**config.mk**
```make
export PLATFORM = sky130hd
export DESIGN_NAME = uart_packet_framer_flat
export DESIGN_NICKNAME = d
export VERILOG_FILES = /design/src/rtl/uart_packet_framer_if.sv /design/src/rtl/uart_packet_framer.sv /design/src/flat_wrapper.sv
export SDC_FILE = /design/constraint.sdc
export NUM_CORES = 1
export LEC_CHECK = 0
export BUFFER_PORTS_ARGS = -buffer_cell sky130_fd_sc_hd__buf_4
export CORE_MARGIN = 2
export CORE_UTILIZATION = 30
export DETAILED_ROUTE_END_ITERATION = 8
export HOLD_SLACK_MARGIN = 0.05
export MAX_ROUTING_LAYER = met4
export PLACE_DENSITY = 0.54
export SLEW_MARGIN = 30
export SYNTH_ARGS = -nofsm -noshare
export SYNTH_HDL_FRONTEND = slang
export SYNTH_SLANG_ARGS = --single-unit
```
**constraint.sdc**
```tcl
create_clock -name clk -period 2.49 [get_ports clk]
set_input_delay 0.3735 -clock clk [delete_from_list [all_inputs] [get_ports clk]]
set_output_delay 0.3735 -clock clk [all_outputs]
set_load 0.005 [all_outputs]
```
**src/rtl/uart_packet_framer_if.sv**
```systemverilog
// Byte-stream bundle between uart_core, the packet framer and its consumer.
// master: the surrounding logic (byte source, payload sink, status observer).
// slave:  the framer itself.
interface uart_packet_framer_if;
  logic       in_valid;
  logic [7:0] in_data;
  logic       out_valid;
  logic [7:0] out_data;
  logic       out_last;
  logic       out_ready;
  logic       packet;
  logic       err_sync;
  logic       err_crc;
  logic       err_timeout;
  logic       err_overrun;
  logic [7:0] drop_count;

  modport master (
    output in_valid, in_data, out_ready,
    input  out_valid, out_data, out_last, packet,
    input  err_sync, err_crc, err_timeout, err_overrun, drop_count
  );

  modport slave (
    input  in_valid, in_data, out_ready,
    output out_valid, out_data, out_last, packet,
    output err_sync, err_crc, err_timeout, err_overrun, drop_count
  );
endinterface

```
**src/rtl/uart_packet_framer.sv**
```systemverilog
// Frames the raw UART byte stream into sync-prefixed, XOR-checked packets of
// PACKET_LEN bytes and forwards validated payloads over a valid/ready stream.
// Two ping-pong payload banks: the rx bank fills while the tx bank drains. A
// completed packet that finds the tx bank busy waits in the rx bank (pending);
// payload bytes arriving while both banks hold packets are lost, and that
// packet is reported as an overrun when its checksum byte arrives.
module uart_packet_framer #(
  parameter int unsigned PACKET_LEN     = 4,
  parameter logic [7:0]  SYNC_BYTE      = 8'hA5,
  parameter int unsigned TIMEOUT_CYCLES = 50000
) (
  input logic                 clk,
  input logic                 reset,
  uart_packet_framer_if.slave bus
);

  localparam int unsigned    PayloadLen = PACKET_LEN - 2;
  localparam int unsigned    IdxW       = (PayloadLen > 1) ? $clog2(PayloadLen) : 1;
  localparam logic [IdxW-1:0] LastIdx   = IdxW'(PayloadLen - 1);
  localparam logic [23:0]    IdleLast   = 24'(TIMEOUT_CYCLES - 1);

  typedef enum logic [1:0] {RxHunt, RxBody, RxCsum} rx_state_e;
  typedef enum logic {TxEmpty, TxSend} tx_state_e;

  rx_state_e       rx_state_q, rx_state_d;
  tx_state_e       tx_state_q, tx_state_d;
  logic [IdxW-1:0] idx_q, idx_d;
  logic [IdxW-1:0] rd_idx_q, rd_idx_d;
  logic [7:0]      chk_q, chk_d;
  logic [23:0]     idle_q, idle_d;
  logic            rx_sel_q, rx_sel_d;
  logic            pending_q, pending_d;
  logic            lost_q, lost_d;
  logic            packet_q, packet_d;
  logic            err_sync_q, err_sync_d;
  logic            err_crc_q, err_crc_d;
  logic            err_timeout_q, err_timeout_d;
  logic            err_overrun_q, err_overrun_d;
  logic [7:0]      drop_q, drop_d;

  logic [7:0]      bank_q [2][PayloadLen];
  logic            wr_en;
  logic            load_tx;
  logic            err_any;
  logic            handshake;
  logic            drain_done;
  logic            tx_sel;

  logic            out_valid;
  logic [7:0]      out_data;
  logic            out_last;

  assign tx_sel     = ~rx_sel_q;
  assign handshake  = (tx_state_q == TxSend) && bus.out_ready;
  assign drain_done = handshake && (rd_idx_q == LastIdx);

  // State and control registers
  always_ff @(posedge clk) begin
    if (reset) begin
      rx_state_q    <= RxHunt;
      tx_state_q    <= TxEmpty;
      idx_q         <= '0;
      rd_idx_q      <= '0;
      chk_q         <= '0;
      idle_q        <= '0;
      rx_sel_q      <= 1'b0;
      pending_q     <= 1'b0;
      lost_q        <= 1'b0;
      packet_q      <= 1'b0;
      err_sync_q    <= 1'b0;
      err_crc_q     <= 1'b0;
      err_timeout_q <= 1'b0;
      err_overrun_q <= 1'b0;
      drop_q        <= '0;
    end else begin
      rx_state_q    <= rx_state_d;
      tx_state_q    <= tx_state_d;
      idx_q         <= idx_d;
      rd_idx_q      <= rd_idx_d;
      chk_q         <= chk_d;
      idle_q        <= idle_d;
      rx_sel_q      <= rx_sel_d;
      pending_q     <= pending_d;
      lost_q        <= lost_d;
      packet_q      <= packet_d;
      err_sync_q    <= err_sync_d;
      err_crc_q     <= err_crc_d;
      err_timeout_q <= err_timeout_d;
      err_overrun_q <= err_overrun_d;
      drop_q        <= drop_d;
    end
  end

  // Payload storage; contents only matter once a bank is marked full
  always_ff @(posedge clk) begin
    if (wr_en) begin
      bank_q[rx_sel_q][idx_q] <= bus.in_data;
    end
  end

  // Next-state logic for the rx parser, tx drain and bank ownership
  always_comb begin
    rx_state_d    = rx_state_q;
    tx_state_d    = tx_state_q;
    idx_d         = idx_q;
    rd_idx_d      = rd_idx_q;
    chk_d         = chk_q;
    idle_d        = idle_q;
    rx_sel_d      = rx_sel_q;
    pending_d     = pending_q;
    lost_d        = lost_q;
    packet_d      = 1'b0;
    err_sync_d    = 1'b0;
    err_crc_d     = 1'b0;
    err_timeout_d = 1'b0;
    err_overrun_d = 1'b0;
    wr_en         = 1'b0;
    load_tx       = 1'b0;

    unique case (rx_state_q)
      RxHunt: begin
        idle_d = '0;
        if (bus.in_valid) begin
          if (bus.in_data == SYNC_BYTE) begin
            chk_d      = SYNC_BYTE;
            idx_d      = '0;
            lost_d     = 1'b0;
            rx_state_d = RxBody;
          end else begin
            err_sync_d = 1'b1;
          end
        end
      end
      RxBody, RxCsum: begin
        if (bus.in_valid) begin
          // An arriving byte always beats a timeout reached in the same cycle
          idle_d = '0;
          if (rx_state_q == RxBody) begin
            chk_d = chk_q ^ bus.in_data;
            if (pending_q) begin
              lost_d = 1'b1;
            end else begin
              wr_en = 1'b1;
            end
            if (idx_q == LastIdx) begin
              rx_state_d = RxCsum;
            end else begin
              idx_d = idx_q + 1'b1;
            end
          end else begin
            rx_state_d = RxHunt;
            if (bus.in_data != chk_q) begin
              err_crc_d = 1'b1;
            end else if (lost_q || pending_q) begin
              err_overrun_d = 1'b1;
            end else begin
              packet_d = 1'b1;
              // A bank freed by this cycle's final handshake counts as free
              if (tx_state_q == TxEmpty || drain_done) begin
                load_tx = 1'b1;
              end else begin
                pending_d = 1'b1;
              end
            end
          end
        end else if (idle_q == IdleLast) begin
          err_timeout_d = 1'b1;
          rx_state_d    = RxHunt;
          idle_d        = '0;
        end else begin
          idle_d = idle_q + 1'b1;
        end
      end
      default: rx_state_d = RxHunt;
    endcase

    unique case (tx_state_q)
      TxEmpty: begin
        if (load_tx) begin
          tx_state_d = TxSend;
          rx_sel_d   = ~rx_sel_q;
          rd_idx_d   = '0;
        end
      end
      TxSend: begin
        if (drain_done) begin
          rd_idx_d = '0;
          if (load_tx || pending_q) begin
            rx_sel_d  = ~rx_sel_q;
            pending_d = 1'b0;
          end else begin
            tx_state_d = TxEmpty;
          end
        end else if (handshake) begin
          rd_idx_d = rd_idx_q + 1'b1;
        end
      end
      default: tx_state_d = TxEmpty;
    endcase
  end

  // Drop counter, one step per error pulse, saturating
  always_comb begin
    err_any = err_sync_d | err_crc_d | err_timeout_d | err_overrun_d;
    drop_d  = drop_q;
    if (err_any && drop_q != 8'hFF) begin
      drop_d = drop_q + 8'd1;
    end
  end

  // Output stream presents the tx bank; data forced to zero when idle
  always_comb begin
    out_valid = (tx_state_q == TxSend);
    out_data  = '0;
    out_last  = 1'b0;
    if (out_valid) begin
      out_data = bank_q[tx_sel][rd_idx_q];
      out_last = (rd_idx_q == LastIdx);
    end
  end

  assign bus.out_valid   = out_valid;
  assign bus.out_data    = out_data;
  assign bus.out_last    = out_last;
  assign bus.packet      = packet_q;
  assign bus.err_sync    = err_sync_q;
  assign bus.err_crc     = err_crc_q;
  assign bus.err_timeout = err_timeout_q;
  assign bus.err_overrun = err_overrun_q;
  assign bus.drop_count  = drop_q;

endmodule

```
**src/flat_wrapper.sv**
```systemverilog
// flat-port wrapper written by rule: the top's interface ports become plain ports
module uart_packet_framer_flat 
#(
  parameter int unsigned PACKET_LEN     = 4,
  parameter logic [7:0]  SYNC_BYTE      = 8'hA5,
  parameter int unsigned TIMEOUT_CYCLES = 50000
)
  (clk, reset, bus_in_valid, bus_in_data, bus_out_ready, bus_out_valid, bus_out_data, bus_out_last, bus_packet, bus_err_sync, bus_err_crc, bus_err_timeout, bus_err_overrun, bus_drop_count);
  uart_packet_framer_if bus_i ();
  input logic clk;
  input logic reset;
  input wire logic [$bits(bus_i.in_valid)-1:0] bus_in_valid;
  input wire logic [$bits(bus_i.in_data)-1:0] bus_in_data;
  input wire logic [$bits(bus_i.out_ready)-1:0] bus_out_ready;
  output wire logic [$bits(bus_i.out_valid)-1:0] bus_out_valid;
  output wire logic [$bits(bus_i.out_data)-1:0] bus_out_data;
  output wire logic [$bits(bus_i.out_last)-1:0] bus_out_last;
  output wire logic [$bits(bus_i.packet)-1:0] bus_packet;
  output wire logic [$bits(bus_i.err_sync)-1:0] bus_err_sync;
  output wire logic [$bits(bus_i.err_crc)-1:0] bus_err_crc;
  output wire logic [$bits(bus_i.err_timeout)-1:0] bus_err_timeout;
  output wire logic [$bits(bus_i.err_overrun)-1:0] bus_err_overrun;
  output wire logic [$bits(bus_i.drop_count)-1:0] bus_drop_count;
  assign bus_i.in_valid = bus_in_valid;
  assign bus_i.in_data = bus_in_data;
  assign bus_i.out_ready = bus_out_ready;
  assign bus_out_valid = bus_i.out_valid;
  assign bus_out_data = bus_i.out_data;
  assign bus_out_last = bus_i.out_last;
  assign bus_packet = bus_i.packet;
  assign bus_err_sync = bus_i.err_sync;
  assign bus_err_crc = bus_i.err_crc;
  assign bus_err_timeout = bus_i.err_timeout;
  assign bus_err_overrun = bus_i.err_overrun;
  assign bus_drop_count = bus_i.drop_count;
  uart_packet_framer #(.PACKET_LEN(PACKET_LEN), .SYNC_BYTE(SYNC_BYTE), .TIMEOUT_CYCLES(TIMEOUT_CYCLES)) u_core (.clk(clk), .reset(reset), .bus(bus_i));
endmodule
```
Word level (Yosys, flattened, before mapping)
Memories as Yosys holds them, arrays and structs flattened. Index checks and enable logic that the tools add are counted.

Bits of input ports: 12. Memory bits (writable): 32. Memories kept: 1. Output and inout bits: 23. ROM bits: 0. Logic and storage cells: 147. Bits in latches: 0. Register bits after elaboration: 53.

Equal/unequal tests: 17. Bitwise operators: 10. Reductions and logical operators: 16. Order comparisons: 3. Mux-type cells: 81. $add $sub $neg: 4. Shifts and indexed selects: 0. Div/mod/pow operators: 0. Multipliers: 0.

Memory list: u_core.bank_q (depth 2, width 16, rd ports 1, clocked after memory_dff 0, write ports 1, line uart_packet_framer.sv:41) `logic [7:0] bank_q [2][PayloadLen];`.

Operators by type and width (count): two-way mux 8 bit (9); two-way mux 1 bit (54); two-way mux 24 bit (2); one-hot mux 24 bit (2 select lines) (1); adder 24 x 1 -> 24 bit, second input constant (1); == test 24 x 16 -> 1 bit, second input constant (1); two-way mux 16 bit (1); one-hot mux 8 bit (2 select lines) (1); two-way mux 2 bit (6); one-hot mux 1 bit (2 select lines) (5); adder 8 x 1 -> 8 bit, second input constant (1); demux 8 bit (select 1 bit) (1); == test 8 bit, second input constant (1); != test 2 x 1 -> 1 bit, second input constant (4); != test 2 bit, second input constant (4); != test 8 bit (1); != test 8 bit, second input constant (1); bitwise XOR 8 bit (1); AND reduction 6 bit (1); AND reduction 5 bit (1); OR reduction 5 bit (1); >= comparator 2 bit, second input constant (2); logical AND 1 bit (4); != test 4 x 3 -> 1 bit, second input constant (1); 17 further kinds (26).

Depth between registers and ports, before layout
Depth in word-level cells: 13. Depth in mapped cells: 10. Depth with buffers taken out: 8.

Worst setup path after synthesis
No wires, ideal clock.

Path type: reg2reg. From: register u_core.rx_state_q[0]. To: memory u_core.bank_q[1][10] (netlist bit) (enable). Cell stages (with the launch flop): 6. Buffers on the path: 1. Data required time: 2092 ps. Library setup time: 398 ps. Data arrival time: 2015 ps. Clock period less this slack: 2413 ps. Setup slack: 77 ps. Path through: dfxtp_1 > inv_1 > ha_1 > buf_2 > nand3_1 > nor4b_1.

Longest elaborated chain between the ends: 6. Elaborated cells on any way between the ends: 8. Classes of those cells: eq/ne (2); mux (5); reduce/logical (1).

RTL lines: from (decl) (line uart_packet_framer.sv:25) `rx_state_e rx_state_q, rx_state_d;`; from (signal assigned) (line uart_packet_framer.sv:60) `rx_state_q <= RxHunt;`; from (signal assigned) (line uart_packet_framer.sv:76) `rx_state_q <= rx_state_d;`; == test 2 x 1 -> 1 bit (line uart_packet_framer.sv:120, uart_packet_framer.sv:138); two-way mux 1 bit (line uart_packet_framer.sv:138) `if (rx_state_q == RxBody) begin`; two-way mux 1 bit (line uart_packet_framer.sv:135) `if (bus.in_valid) begin`; two-way mux 1 bit (*) (line uart_packet_framer.sv:120) `unique case (rx_state_q)`; two-way mux 1 bit (*) (line uart_packet_framer.sv:96) `if (wr_en) begin`; two-way mux 16 bit (implied by the code) (*) (line uart_packet_framer.sv:97) `bank_q[rx_sel_q][idx_q] <= bus.in_data;`; to (decl) (line uart_packet_framer.sv:41).

Every way passes the cells marked *; elsewhere a longest branch is shown, timed or not.

Worst setup path after layout
From: register u_core.idle_q[19]. To: register u_core.drop_q[7] (netlist: u_core.bus.drop_count[7]).

Longest elaborated chain between the ends: 7.

RTL lines: from (decl) (line uart_packet_framer.sv:30) `logic [23:0] idle_q, idle_d;`; from (signal assigned) (line uart_packet_framer.sv:81) `idle_q <= idle_d;`; == test 24 x 16 -> 1 bit (line uart_packet_framer.sv:166) `end else if (idle_q == IdleLast) begin`; two-way mux 1 bit (line uart_packet_framer.sv:166); two-way mux 1 bit (line uart_packet_framer.sv:135); two-way mux 1 bit (line uart_packet_framer.sv:120); OR 1 bit (2 in a row) (line uart_packet_framer.sv:204) `err_any = err_sync_d | err_crc_d | err_timeout_d | err_overrun_d;`; logical AND 1 bit (line uart_packet_framer.sv:206) `if (err_any && drop_q != 8'hFF) begin`; to (signal assigned) (line uart_packet_framer.sv:90) `drop_q <= drop_d;`; to (decl) (line uart_packet_framer.sv:39) `logic [7:0] drop_q, drop_d;`.

Every way passes these cells. A chain may end at the register's enable or synchronous reset.

==> metrics <==
# diodes=0; Post-Place Setup Slack=0.254 ns; ys flop type=dfxtp_1; Post-DP Area=4450 µm²; grt met2 use=20.0%; # clock sinks=85; Setup Skew=0.0106 ns; Die Wd=119 µm; reg2reg end=u_core.bus.drop_count[7]; crit-path max FO=12; layout cells sized above 1=20.9%; Reg clk slew, reported paths=0.07 ns; # rows=42; Hold-fix buffers, CTS=0; Vias=2792; drt initial violations=115; Post-Syn Nets=386; Area contributors post-synth=dfxtp_1 27%, edfxtp_1 24%, mux4_2 4.5%; Final #Nets=426; Ports=35; R2R cell count=7; Final Max Slew Viols=0; DRT antenna net count=0; Final min period=2.18 ns; FF+latch count, synth=85; router iterations before antenna repair=4; Max Root-Sink Buffers=2; GRT met3 Usage=3.64%; MaxCap Viol Count=0; synthesized instance count=367; Setup CP Type=reg -> reg; final hold violations=0; P_leak=1.63 nW; mapped cell area=3980 µm²; number of setup buffers added after CTS=0; post-DR vias/cell=4.75; worst reg2reg path startpoint=u_core.idle_q[19]; Reg2Reg Setup Slack=0.31 ns; CTS tree=yes; Period Utilization, post-route=87.6%; synthesized area per cell=10.8 µm²; Worst Setup EP=u_core.bus.drop_count[7]; Synth top area share=26.7%; power density cells=607 nW/µm²; final setup violation count=0; Placer Congestion=0.788; Filler cells=1306; Die ar.=14200 µm²; crit start category=register; sequential area share after synthesis=50.9%; Die H=119 µm; overall routing resource usage=12.2%; Synth-to-Final Area Change=19.5%; most common cell after layout, fill and taps aside=dfxtp_1; first-pass GRT wire length=13200 µm; Detailed Place HPWL=5460 µm; GRT busiest layer=met2; IO Port Bufs=34; final setup TNS=0 ns; wire per inst=13.4 µm; final instance area=4750 µm²; Detailed Route WL=7860 µm; worst hold slack=0.267 ns; clock root buffer=clkbuf_16; largest area contributor in the netlist=dfxtp_1; RSZ-0062 raised after global routing=false; final worst slack=0.308 ns; number of synthesized flops with an enable pin=32; crit path launch=u_core.idle_q[19]; # DRC=0; fmax=458 MHz; GRT met1 Usage=13.8%; overall power=2.88 mW; Worst Path Arrival=2.46 ns; WP data required=2.77 ns; antenna violations before repair=0; status=completed; synth unique cells=56; actual slew at the worst max-slew pin=0.585 ns; Crit. End Element=register; Starting Density=30.4%; post-CTS resize count=0; vias in the first global route=2746; H-tree Lvls=3; core area=13100 µm²; register area=2020 µm²; Slew HR=60.9%; total gr overflow=0; Hold Path Class=in -> reg; most frequent cells in the layout=52 x dfxtp_1, 48 x nor2_1, 44 x buf_4; Synthesis Warnings=0; Multi-input gate area=1830 µm²; pin count of the biggest net entering global routing=32; Post-synth ARST share=0%; worst skew pair latency=0.34 ns; number of CTS-inserted buffers=9; peak supply drop=0.276 mV
==> worst max-delay path: stages (launching register included) <==
cell	delay, ns
dfxtp_1	0.34
nor4_1	0.41
nand4_1	0.24
nor3_2	0.28
o31ai_2	0.11
buf_4	0.18
or4_1	0.40
a21oi_1	0.15
==> cell usage after synthesis (all sizes together) (6+ instances only) <==
library cell / count
edfxtp: 32
nor2b: 10
and2: 11
xor2: 19
inv: 12
and3: 7
a211oi: 6
xnor2: 10
o21ai: 13
clkbuf: 8
nor2: 48
nand4: 10
mux4: 8
dfxtp: 53
nor4b: 6
nand3: 13
ha: 7
a21oi: 17
nand2: 16
buf: 7
==> cells by family after synthesis <==
family / after synthesis / share of synthesized area (%)
fa+ha+maj: 7 / 2.20
compound gates: 52 / 9.85
mux: 13 / 5.92
flops: 85 / 50.9
xor+xnor: 29 / 6.39
buf+inv: 27 / 3.05
simple gates: 154 / 21.7
==> final cells by class <==
class / count / area share [%]
flip-flops and latches: 85 / 42.6
clock buffers: 9 / 4.74
repair buffers: 44 / 6.95
multi-input cells: 255 / 38.6
well taps: 176 / 4.64
inverters: 12 / 0.948
clock inverters: 7 / 1.55
==> metal layers <==
layer  share of wire, %  vias up  routed length [µm]
met5                  0        -                   0
met2                 47       31                3680
li1                   -     1409                   -
met4                2.7        0                 211
met1                 47     1337                3700
met3                3.3       15                 260
==> per-stage QoR <==
step,std cells,utilization [%]
finish,588,36.3
global placement,572,34.0
CTS,588,36.3
global route,588,36.3
detailed placement,572,34.0
floorplan,367,-
==> where the power goes <==
part / internal [mW] / switching (mW) / leakage [nW]
Clock: 0.780 / 0.568 / 0.146
Combinational: 0.0360 / 0.0487 / 0.772
Sequential: 1.44 / 0.00449 / 0.715
==> sequential cells by signal, summed over array words and instances, names as in the netlist <==
name                    cells
u_core.bank_q              32
u_core.idle_q              24
u_core.bus.drop_count       8
u_core.chk_q                8
u_core.rx_state_q           2
u_core.bus.err_crc          1
u_core.bus.err_overrun      1
u_core.bus.err_sync         1
u_core.bus.err_timeout      1
u_core.bus.out_valid        1
u_core.bus.packet           1
u_core.idx_q                1
u_core.lost_q               1
u_core.pending_q            1
u_core.rd_idx_q             1
u_core.rx_sel_q             1
==> worst min path at each step <==
stage / startpoint / to / slack, ns / depth (start not counted)
finish: bus_in_data[5] / u_core.bank_q[1][5] / 0.27 / 1
global route: bus_in_data[7] / u_core.bank_q[1][15] / 0.26 / 1
CTS: bus_in_data[5] / u_core.bank_q[1][5] / 0.26 / 1
detailed placement: u_core.chk_q[0] / u_core.chk_q[0] / 0.49 / 2
global placement: u_core.chk_q[0] / u_core.chk_q[0] / 0.48 / 2
floorplan: u_core.chk_q[0] / u_core.chk_q[0] / 0.47 / 2
No activity file was read; power rests on OpenSTA's default activity.
